--- src/rtl/regfile_wb_arbiter.sv ---
// Two-source writeback arbiter for the register file write port.
// Source 0 has fixed priority; a starvation counter forces a source 1 grant.
module regfile_wb_arbiter #(
    parameter int XLEN         = 32,
    parameter int STARVE_LIMIT = 4
) (
    input  logic            clk,
    input  logic            rst_n,
    input  logic            s0_valid_i,
    input  logic [4:0]      s0_addr_i,
    input  logic [XLEN-1:0] s0_data_i,
    output logic            s0_ready_o,
    input  logic            s1_valid_i,
    input  logic [4:0]      s1_addr_i,
    input  logic [XLEN-1:0] s1_data_i,
    output logic            s1_ready_o,
    output logic            rf_we_o,
    output logic [4:0]      rf_waddr_o,
    output logic [XLEN-1:0] rf_wdata_o,
    output logic            s1_starved_o
);

    localparam int CW = $clog2(STARVE_LIMIT + 1);
    localparam logic [CW-1:0] LIMIT = CW'(STARVE_LIMIT);

    logic [CW-1:0]   starve_cnt_q, starve_cnt_d;
    logic            rf_we_q, rf_we_d;
    logic [4:0]      rf_waddr_q, rf_waddr_d;
    logic [XLEN-1:0] rf_wdata_q, rf_wdata_d;
    logic            forced, gnt0, gnt1;

    assign forced = s1_valid_i && (starve_cnt_q == LIMIT);
    assign gnt1   = s1_valid_i && (forced || !s0_valid_i);
    assign gnt0   = s0_valid_i && !forced;

    assign s0_ready_o   = gnt0;
    assign s1_ready_o   = gnt1;
    assign s1_starved_o = (starve_cnt_q == LIMIT);

    always_comb begin
        starve_cnt_d = '0;
        if (s1_valid_i && !gnt1) begin
            starve_cnt_d = (starve_cnt_q == LIMIT) ? starve_cnt_q : starve_cnt_q + 1'b1;
        end
    end

    // x0 writes consume the slot but never raise the write enable
    always_comb begin
        rf_we_d    = 1'b0;
        rf_waddr_d = rf_waddr_q;
        rf_wdata_d = rf_wdata_q;
        if (gnt1) begin
            rf_we_d    = (s1_addr_i != 5'd0);
            rf_waddr_d = s1_addr_i;
            rf_wdata_d = s1_data_i;
        end else if (gnt0) begin
            rf_we_d    = (s0_addr_i != 5'd0);
            rf_waddr_d = s0_addr_i;
            rf_wdata_d = s0_data_i;
        end
    end

    always_ff @(posedge clk or negedge rst_n) begin
        if (!rst_n) begin
            starve_cnt_q <= '0;
            rf_we_q      <= 1'b0;
            rf_waddr_q   <= '0;
            rf_wdata_q   <= '0;
        end else begin
            starve_cnt_q <= starve_cnt_d;
            rf_we_q      <= rf_we_d;
            rf_waddr_q   <= rf_waddr_d;
            rf_wdata_q   <= rf_wdata_d;
        end
    end

    assign rf_we_o    = rf_we_q;
    assign rf_waddr_o = rf_waddr_q;
    assign rf_wdata_o = rf_wdata_q;

endmodule

--- config.mk ---
export PLATFORM = sky130hd
export DESIGN_NAME = regfile_wb_arbiter
export DESIGN_NICKNAME = d
export VERILOG_FILES = /design/src/rtl/regfile_wb_arbiter.sv
export SDC_FILE = /design/constraint.sdc
export NUM_CORES = 1
export LEC_CHECK = 0
export BUFFER_PORTS_ARGS = -buffer_cell sky130_fd_sc_hd__buf_2
export CAP_MARGIN = 5
export CORE_MARGIN = 3
export CORE_UTILIZATION = 30
export DETAILED_ROUTE_END_ITERATION = 6
export SLEW_MARGIN = 25
export SYNTH_ARGS = -nofsm -noshare
export SYNTH_HDL_FRONTEND = slang
export SYNTH_SLANG_ARGS = --single-unit
--- constraint.sdc ---
create_clock -name clk -period 4.35 [get_ports clk]
set_clock_uncertainty 0.15 [all_clocks]
set_input_delay 1.305 -clock clk [delete_from_list [all_inputs] [get_ports clk]]
set_output_delay 1.305 -clock clk [all_outputs]
set_load 0.01 [all_outputs]
==> results of run 1 <==
-- report_power, final --
part | switching (mW) | total [mW] | internal, mW
logic | 0.0830 | 0.167 | 0.0843
registers | 0.0144 | 0.429 | 0.415
clock network | 0.125 | 0.250 | 0.125
-- routing by layer --
layer	vias up	part of all wire	wire, µm
met3	6	0.067	350
met4	0	0.015	78
met2	70	0.49	2540
met1	788	0.43	2240
li1	787	-	-
met5	-	0	0
-- worst min-delay path by stage --
stage,start,end,slack (ns),depth (start not counted)
detailed placement,rf_wdata_o[31],rf_wdata_o[31],0.40,2
finish,rf_waddr_o[3],rf_waddr_o[3],0.43,2
CTS,rf_wdata_o[19],rf_wdata_o[19],0.44,2
global placement,rf_waddr_o[4],rf_waddr_o[4],0.41,2
floorplan,starve_cnt_q[0],starve_cnt_q[0],0.39,2
global route,rf_wdata_o[24],rf_wdata_o[24],0.46,2
-- worst min-delay path: cells and delay by family (launching register included) --
| family | cells | cell delay (ns) |
|---|---|---|
| flops | 1 | 0.34 |
| simple gates | 1 | 0.12 |
| compound gates | 1 | 0.09 |
-- cell type report --
| class | instances | area, µm² | share of cell area |
|---|---|---|---|
| clock inverters | 1 | 7.51 | 0.00293 |
| multi-input cells | 91 | 724 | 0.282 |
| inverters | 5 | 18.8 | 0.00732 |
| repair buffers | 121 | 616 | 0.240 |
| flip-flops and latches | 41 | 1030 | 0.400 |
| well taps | 72 | 90.1 | 0.0351 |
| clock buffers | 6 | 82.6 | 0.0322 |
-- cell usage in the layout (no fill, tap or decap) --
master	n
a21oi_4	1
a221o_1	36
a221oi_1	1
a22o_1	1
and2_0	7
and2_1	29
and2_4	1
and3_1	3
buf_2	117
buf_4	4
clkbuf_8	6
clkinvlp_4	1
dfrtp_1	41
ha_1	2
inv_1	5
nand2_1	2
nor2_1	2
nor2_2	1
nor3_1	3
o21a_1	1
xor2_1	1
-- registers in the layout, summed over array words and instances (netlist names) --
name          flops
starve_cnt_q      3
rf_we_o           1
rf_waddr_o        5
rf_wdata_o       32
-- through the flow --
stage                     instances  hold WS (ns)  total power [mW]
final                           337         0.433             0.847
after global routing            337         0.462             0.896
after CTS                       337         0.438             0.865
after detailed placement        330         0.404             0.606
after global placement          330         0.414             0.604
after floorplan                 148         0.393             0.512
-- kinds of logic (layout without fill, tap and decap cells) --
kind of cell,Yosys count,after routing,synth area share
AND/OR/NAND/NOR,48,48,0.158
flip-flops,41,41,0.566
AO/OA/AOI/OAI,40,40,0.218
buffers and inverters,16,133,0.0394
adder cells (fa/ha/maj),2,2,0.0138
XOR/XNOR,1,1,0.00484
-- synth_stat cells (all sizes together) --
cell type and number:
nor2 3, clkbuf 7, and2 37, a221o 36, a22o 1, nand2 2, inv 5, o21a 1
dfrtp 41, a21oi 1, and3 3, nor3 3, buf 4, a221oi 1, xor2 1, ha 2
==> flow_metrics.py, run 1 <==
metrics = {
    "outcome": {
        "status": "complete, no violations",
    },
    "place": {
        "dp_hpwl_mm": 3.71,
        "port_buffers": 118,
        "place_congestion": 0.759,
        "dpl-instance-area_um2": 2470,
        "pre_cts_slack_ns": 1.08,
    },
    "setup_path": {
        "crit_chain": "buf_2 -> inv_1 -> o21a_1 -> buf_2",
        "reg2reg_to": "rf_wdata_o[26]",
        "endpoint_kind": "primary output",
        "crit_family": "buffers and inverters",
        "crit_path_start_kind": "input pin",
        "path_depth": 4,
        "crit_slowest_cell": "o21a_1",
        "path_buf_inv": 3,
        "reg2reg_depth": 6,
        "critPathMaxFanout": 3,
        "crit_end": "s1_ready_o",
        "slowest_delay_ns": 0.20,
        "r2r_start": "starve_cnt_q[0]",
        "crit_type": "input pin to primary output",
        "critPathRequiredTime_ns": 2.89,
        "path_common_cell": "buf_2",
        "arrival_ns": 1.82,
        "r2r_slack_ns": 2.53,
        "worstSetupStartpoint": "s0_valid_i",
    },
    "route": {
        "drtAntennaViolNets": 0,
        "dr.pass1.iters": 4,
        "wl_per_cell_um": 15.5,
        "via_per_inst": 4.90,
        "drt_iter0_markers": 90,
        "wirelength_mm": 5.21,
        "num_vias": 1651,
        "drc": 0,
    },
    "power": {
        "power_density_nw_per_um2": 330,
        "ir_worst_vdd_mv": 0.134,
        "leakage_nw": 1.34,
    },
    "cells_and_area": {
        "num-fill-cells": 549,
        "final_util": 0.452,
        "drive_gt1_frac": 0.494,
        "area_growth_pct": 41.6,
        "diodes": 0,
        "fin_nets": 345,
        "stdcell_area_um2": 2560,
    },
    "clock_tree": {
        "cts_sinks": 41,
        "tritoncts": "yes",
        "cts_resized": 0,
        "cts_setup_buffers": 0,
        "h-tree-depth": 2,
        "cts_buffer_depth": 2,
        "hold_buffers": 0,
        "root_buffer": "clkbuf_8",
        "clk_latency_ns": 0.28,
        "clk_transition_reported_paths_ns": 0.07,
        "cts_made_buffers": 5,
    },
    "sta": {
        "finalSetupViolations": 0,
        "tns_ns": 0,
        "slew-limit-headroom": 0.651,
        "maxClockFrequency_ghz": 0.305,
        "rsz0062_at_grt": "false",
        "slew_violations": 0,
        "fin_ws_ns": 1.07,
        "worst_pin_slew_ns": 0.524,
        "fin_crit_sh": 0.753,
        "period_minus_slack_ns": 3.28,
        "hold_viol": 0,
    },
    "synthesis": {
        "yosys.area.top_type": "dfrtp_1",
        "synth_top_area_share": 0.566,
        "syn_area_um2": 1810,
        "yosysSeqAreaShare": 0.566,
        "ys_warn_count": 0,
        "syn_avg_cell_area_um2": 12.2,
        "synth-seq-cells": 41,
        "synth_cells": 148,
        "synth_nets": 228,
        "yosysUniqueCellTypes": 19,
        "ys_top_cells_by_area": "dfrtp_1 (57%), a221o_1 (20%), and2_1 (10%)",
    },
    "global_routing": {
        "grt_pass1_vias": 1675,
        "grt_util_met1": 0.193,
        "grt_most_used_layer": "met2",
        "grt_first_pass_wirelength_mm": 8.54,
        "grt_max_degree": 42,
        "met2_usage": 0.249,
        "globalRouteOverflowTotal": 0,
        "antenna_found_initial": 0,
        "track_usage": 0.151,
        "use_met3": 0.0375,
    },
    "die": {
        "start_util": 0.319,
        "fp.dieW_um": 83.7,
        "die_h_um": 83.7,
        "core.rowCount": 27,
        "core_um2": 5680,
        "dieArea_um2": 7010,
        "io_pins": 119,
    },
    "flow_run": {
        "cap_violations": 0,
    },
    "hold_path": {
        "hold_path.class": "flip-flop to flip-flop",
    },
}
Power figures use the tool's default switching activity.
==> run 2, diff against run 1 <==
==> constraint.sdc (replaced) <==
create_clock -name clk -period 2.85 [get_ports clk]
set_clock_uncertainty 0.15 [all_clocks]
set_input_delay 0.855 -clock clk [delete_from_list [all_inputs] [get_ports clk]]
set_output_delay 0.855 -clock clk [all_outputs]
set_load 0.01 [all_outputs]
==> flow_metrics.py, run 2 (synthesis gave the netlist of run 1 again) <==
metrics = {
    "setup_path": {
        "endpoint_kind": "primary output",
        "path_buf_inv": 2,
        "crit_type": "flip-flop to primary output",
        "critPathMaxFanout": 3,
        "crit_chain": "inv_1 -> ha_1 -> and2_4 -> o21a_1 -> buf_2",
        "slowest_delay_ns": 0.37,
        "crit_slowest_cell": "dfrtp_1",
        "crit_family": "flip-flops",
        "crit_path_start_kind": "flip-flop",
        "arrival_ns": 1.39,
        "critPathRequiredTime_ns": 1.85,
    },
    "clock_tree": {
        "cts_sinks": 41,
        "clk_transition_reported_paths_ns": 0.07,
        "cts_resized": 0,
        "h-tree-depth": 2,
        "root_buffer": "clkbuf_8",
        "cts_buffer_depth": 2,
        "cts_setup_buffers": 0,
        "cts_made_buffers": 5,
        "hold_buffers": 0,
        "clk_latency_ns": 0.28,
        "tritoncts": "yes",
    },
    "place": {
        "port_buffers": 118,
        "place_congestion": 0.786,
        "dp_hpwl_mm": 3.86,
        "pre_cts_slack_ns": 0.479,
    },
    "cells_and_area": {
        "final_common_cell": "buf_2",
        "fin_nets": 346,
        "drive_gt1_frac": 0.494,
        "layout_common_cells": "buf_2 (118), dfrtp_1 (41), a221o_1 (36), and2_1 (29), and2_0 (7)",
        "final_util": 0.457,
        "largest_register_ffs": 32,
        "diodes": 0,
        "area_growth_pct": 43.3,
    },
    "sta": {
        "hold_viol": 0,
        "slew-limit-headroom": 0.654,
        "tns_ns": 0,
        "slew_violations": 0,
        "fin_ws_ns": 0.451,
        "period_minus_slack_ns": 2.40,
        "maxClockFrequency_ghz": 0.417,
        "hold_slack_ns": 0.433,
        "worst_pin_slew_ns": 0.519,
        "fin_crit_sh": 0.842,
        "rsz0062_at_grt": "false",
        "finalSetupViolations": 0,
    },
    "route": {
        "wl_per_cell_um": 15.9,
        "wirelength_mm": 5.40,
        "via_per_inst": 5.02,
        "drtAntennaViolNets": 0,
        "num_vias": 1701,
        "dr.pass1.iters": 4,
        "drt_iter0_markers": 74,
        "drc": 0,
    },
    "global_routing": {
        "grt_first_pass_wirelength_mm": 9.13,
        "globalRouteOverflowTotal": 0,
        "antenna_found_initial": 0,
        "grt_max_degree": 42,
        "track_usage": 0.161,
        "grt_pass1_vias": 1745,
    },
    "die": {
        "start_util": 0.319,
        "die_h_um": 83.7,
        "core_um2": 5680,
        "dieArea_um2": 7010,
        "core.rowCount": 27,
        "fp.dieW_um": 83.7,
        "io_pins": 119,
    },
    "flow_run": {
        "cap_violations": 0,
    },
    "power": {
        "ir_worst_vdd_mv": 0.288,
        "leakage_nw": 1.36,
        "power_density_nw_per_um2": 536,
    },
    "outcome": {
        "status": "complete, no violations",
    },
    "hold_path": {
        "hold_path.class": "flip-flop to flip-flop",
    },
}
-- run 2: changes by cell type in the layout (fill, tap and decap cells not counted), sizes merged --
cell,previous run,this run
buf,121,122
clkinvlp,1,0
bufinv,0,1
clkbuf,6,7
-- run 2: metrics by stage --
stage,instance area [µm²],power (mW),instances
floorplan,1810,0.782,148
global placement,2480,0.923,331
detailed placement,2480,0.927,331
CTS,2600,1.41,339
global route,2600,1.47,339
finish,2600,1.39,339
-- run 2: layout make-up --
class / instances / area, µm²
inverter: 5 / 18.8
timing repair buffer: 122 / 621
multi-input combinational: 91 / 724
clock inverter: 1 / 30.0
clock buffer: 7 / 86.3
tap: 72 / 90.1
sequential: 41 / 1030
fill: 541 / 3080
-- run 2: final timing paths --
| path | startpoint | to | slack (ns) | cells past startpoint |
|---|---|---|---|---|
| max | starve_cnt_q[0] | s1_ready_o | 0.45 | 5 |
| min | rf_waddr_o[4] | rf_waddr_o[4] | 0.43 | 2 |
| max reg2reg | starve_cnt_q[0] | rf_wdata_o[14] | 1.00 | 6 |
| min reg2reg | rf_waddr_o[4] | rf_waddr_o[4] | 0.43 | 2 |
| max in group asynchronous | rst_n | rf_wdata_o[7] | 1.72 | 2 |
| min in group asynchronous | rst_n | rf_wdata_o[24] | 0.48 | 2 |
-- run 2: tightest hold or removal path, stage by stage (launching register included) --
cell and delay [ns]:
dfrtp_1 0.34, and2_1 0.11, a221o_1 0.10
-- run 2: layer usage --
layer  wire length (µm)  track usage  share of wire
met1               2270        0.210           0.42
met2               2700        0.265           0.50
met3                321       0.0346          0.059
met4                106       0.0556          0.020
met5                  0            0              0
-- run 2: power breakdown --
part	internal (mW)	total, mW	leakage, nW	switching, mW
sequential	0.633	0.657	0.499	0.0238
clock	0.286	0.480	0.0585	0.195
combinational	0.129	0.256	0.797	0.126
total	1.05	1.39	1.36	0.345
==> run 3, diff against run 2 <==
--- a/config.mk
+++ b/config.mk
@@ -5,6 +5,7 @@
 export SDC_FILE = /design/constraint.sdc
 export NUM_CORES = 1
 export LEC_CHECK = 0
+export ABC_AREA = 1
 export BUFFER_PORTS_ARGS = -buffer_cell sky130_fd_sc_hd__buf_2
 export CAP_MARGIN = 5
 export CORE_MARGIN = 3
==> constraint.sdc (replaced) <==
create_clock -name clk -period 2.46 [get_ports clk]
set_clock_uncertainty 0.15 [all_clocks]
set_input_delay 0.738 -clock clk [delete_from_list [all_inputs] [get_ports clk]]
set_output_delay 0.738 -clock clk [all_outputs]
set_load 0.01 [all_outputs]
==> flow_metrics.py, run 3 <==
metrics = {
    "synthesis": {
        "yosysSeqAreaShare": 0.530,
        "synth_cells": 252,
        "synth_edf_count": 0,
        "syn_avg_cell_area_um2": 7.68,
        "async_reset_ff_frac": 1.00,
        "syn_area_um2": 1930,
        "yosysUniqueCellTypes": 15,
        "synth_flop_cell": "dfrtp_1",
        "synth_common_cells": "nand2_1 (118), dfrtp_1 (41), nand3_1 (38)",
        "synth-seq-cells": 41,
        "ys_top_cells_by_area": "dfrtp_1 (53%), nand2_1 (23%), nand3_1 (9.8%)",
        "yosys.area.top_type": "dfrtp_1",
        "synth_nets": 332,
        "yosysMostFrequentCell": "nand2_1",
        "synth_top_area_share": 0.530,
        "ys_warn_count": 0,
    },
    "global_routing": {
        "antenna_found_initial": 0,
        "grt_first_pass_wirelength_mm": 8.76,
        "grt_max_degree": 39,
        "globalRouteOverflowTotal": 0,
        "grt_pass1_vias": 1876,
        "track_usage": 0.147,
    },
    "cells_and_area": {
        "area_growth_pct": 39.7,
        "fin_nets": 451,
        "drive_gt1_frac": 0.361,
        "num-fill-cells": 651,
        "regArea_um2": 1030,
        "final_util": 0.443,
        "layout_common_cells": "nand2_1 (118), buf_2 (118), dfrtp_1 (41), nand3_1 (38), inv_1 (18)",
        "multi_input_area_um2": 772,
        "layout.cells.non_filler": 446,
        "largest_register_ffs": 32,
        "diodes": 0,
    },
    "power": {
        "ir_worst_vdd_mv": 0.257,
        "power_density_nw_per_um2": 589,
        "leakage_nw": 1.55,
    },
    "route": {
        "drtAntennaViolNets": 0,
        "drc": 0,
        "wirelength_mm": 5.38,
        "dr.pass1.iters": 4,
        "via_per_inst": 4.35,
        "wl_per_cell_um": 12.1,
        "num_vias": 1939,
        "drt_iter0_markers": 72,
    },
    "die": {
        "core_um2": 6100,
        "start_util": 0.317,
        "io_pins": 119,
        "dieArea_um2": 7450,
        "core.rowCount": 28,
        "die_h_um": 86.3,
        "fp.dieW_um": 86.3,
    },
    "clock_tree": {
        "clk_latency_ns": 0.29,
        "root_buffer": "clkbuf_8",
        "cts_buffer_depth": 2,
        "hold_buffers": 0,
        "clk_transition_reported_paths_ns": 0.07,
        "tritoncts": "yes",
        "h-tree-depth": 2,
        "cts_made_buffers": 5,
        "cts_sinks": 41,
        "cts_resized": 0,
        "cts_setup_buffers": 0,
    },
    "sta": {
        "fin_crit_sh": 0.904,
        "hold_slack_ns": 0.202,
        "finalSetupViolations": 0,
        "maxClockFrequency_ghz": 0.450,
        "slew-limit-headroom": 0.730,
        "slew_violations": 0,
        "worst_pin_slew_ns": 0.406,
        "rsz0062_at_grt": "false",
        "hold_viol": 0,
        "period_minus_slack_ns": 2.22,
        "tns_ns": 0,
    },
    "place": {
        "dp.cells": 439,
        "dp_hpwl_mm": 4.07,
        "port_buffers": 118,
        "place_congestion": 0.757,
    },
    "setup_path": {
        "arrival_ns": 1.34,
        "crit_path_start_kind": "flip-flop",
        "r2r_slack_ns": 0.73,
        "critPathMaxFanout": 3,
        "endpoint_kind": "primary output",
        "critPathRequiredTime_ns": 1.57,
        "crit_type": "flip-flop to primary output",
    },
    "flow_run": {
        "cap_violations": 0,
    },
    "outcome": {
        "status": "complete, no violations",
    },
    "hold_path": {
        "hold_path.class": "input pin to async pin",
    },
}
-- run 3: cell count changes in the layout (fill, tap and decap cells not counted), moves of 2 or more --
| cell | before | now |
|---|---|---|
| nand2_1 | 2 | 118 |
| nand3_1 | 0 | 38 |
| a221o_1 | 36 | 0 |
| and2_1 | 29 | 0 |
| nor2_1 | 2 | 17 |
| inv_1 | 5 | 18 |
| and2_0 | 7 | 0 |
| and3_1 | 3 | 0 |
| nor3_1 | 3 | 0 |
| buf_4 | 4 | 6 |
-- run 3: stage by stage --
step	area [µm²]	power, mW	setup WS [ns]
global placement	2600	1.09	0.290
floorplan	1930	0.926	0.443
global route	2700	1.70	0.102
finish	2700	1.59	0.236
CTS	2700	1.62	0.212
detailed placement	2600	1.10	0.263
-- run 3: final cells by class --
class,count,share of cell area
Sequential cell,41,0.380
Multi-Input combinational cell,180,0.286
Timing Repair Buffer,124,0.235
Tap cell,75,0.0347
Inverter,19,0.0264
Clock buffer,5,0.0255
Clock inverter,2,0.0130
-- run 3: final timing paths --
check	from	to	cells past startpoint
min in group clk	starve_cnt_q[0]	starve_cnt_q[0]	1
setup reg to reg	starve_cnt_q[0]	rf_waddr_o[1]	8
max in group asynchronous	rst_n	rf_wdata_o[20]	2
setup / recovery	starve_cnt_q[0]	s1_ready_o	5
hold / removal	rst_n	rf_wdata_o[26]	1
hold reg to reg	starve_cnt_q[0]	starve_cnt_q[0]	1
-- run 3: logic make-up (layout without fill, tap and decap cells) --
logic type	Yosys count	count (layout)	share of synthesized area
DFF	41	41	0.530
and+or+nand+nor	175	175	0.365
adders and majority gates	2	2	0.0129
AOI/OAI and AO/OA	2	2	0.00841
xor gates and xnor gates	1	1	0.00453
buffers and inverters	31	150	0.0783
-- run 3: where the power goes --
group / switching, mW / total, mW / leakage [nW] / internal, mW
clock network: 0.220 / 0.515 / 0.0540 / 0.295
registers: 0.0331 / 0.770 / 0.497 / 0.737
logic: 0.171 / 0.307 / 1.00 / 0.136
total: 0.424 / 1.59 / 1.55 / 1.17
-- run 3: critical path, stage by stage, from the launching register on --
cell and delay [ns]:
dfrtp_1 0.40, inv_1 0.06, ha_1 0.16, nand2_1 0.11
a21boi_4 0.16, buf_2 0.17
-- run 3: routing by layer --
layer  track usage  up-vias  wire, µm
met1         0.193      845      2490
met3        0.0409        5       481
met2         0.241       80      2360
met5             0        -         0
met4        0.0354        0        40
li1              -     1009         -
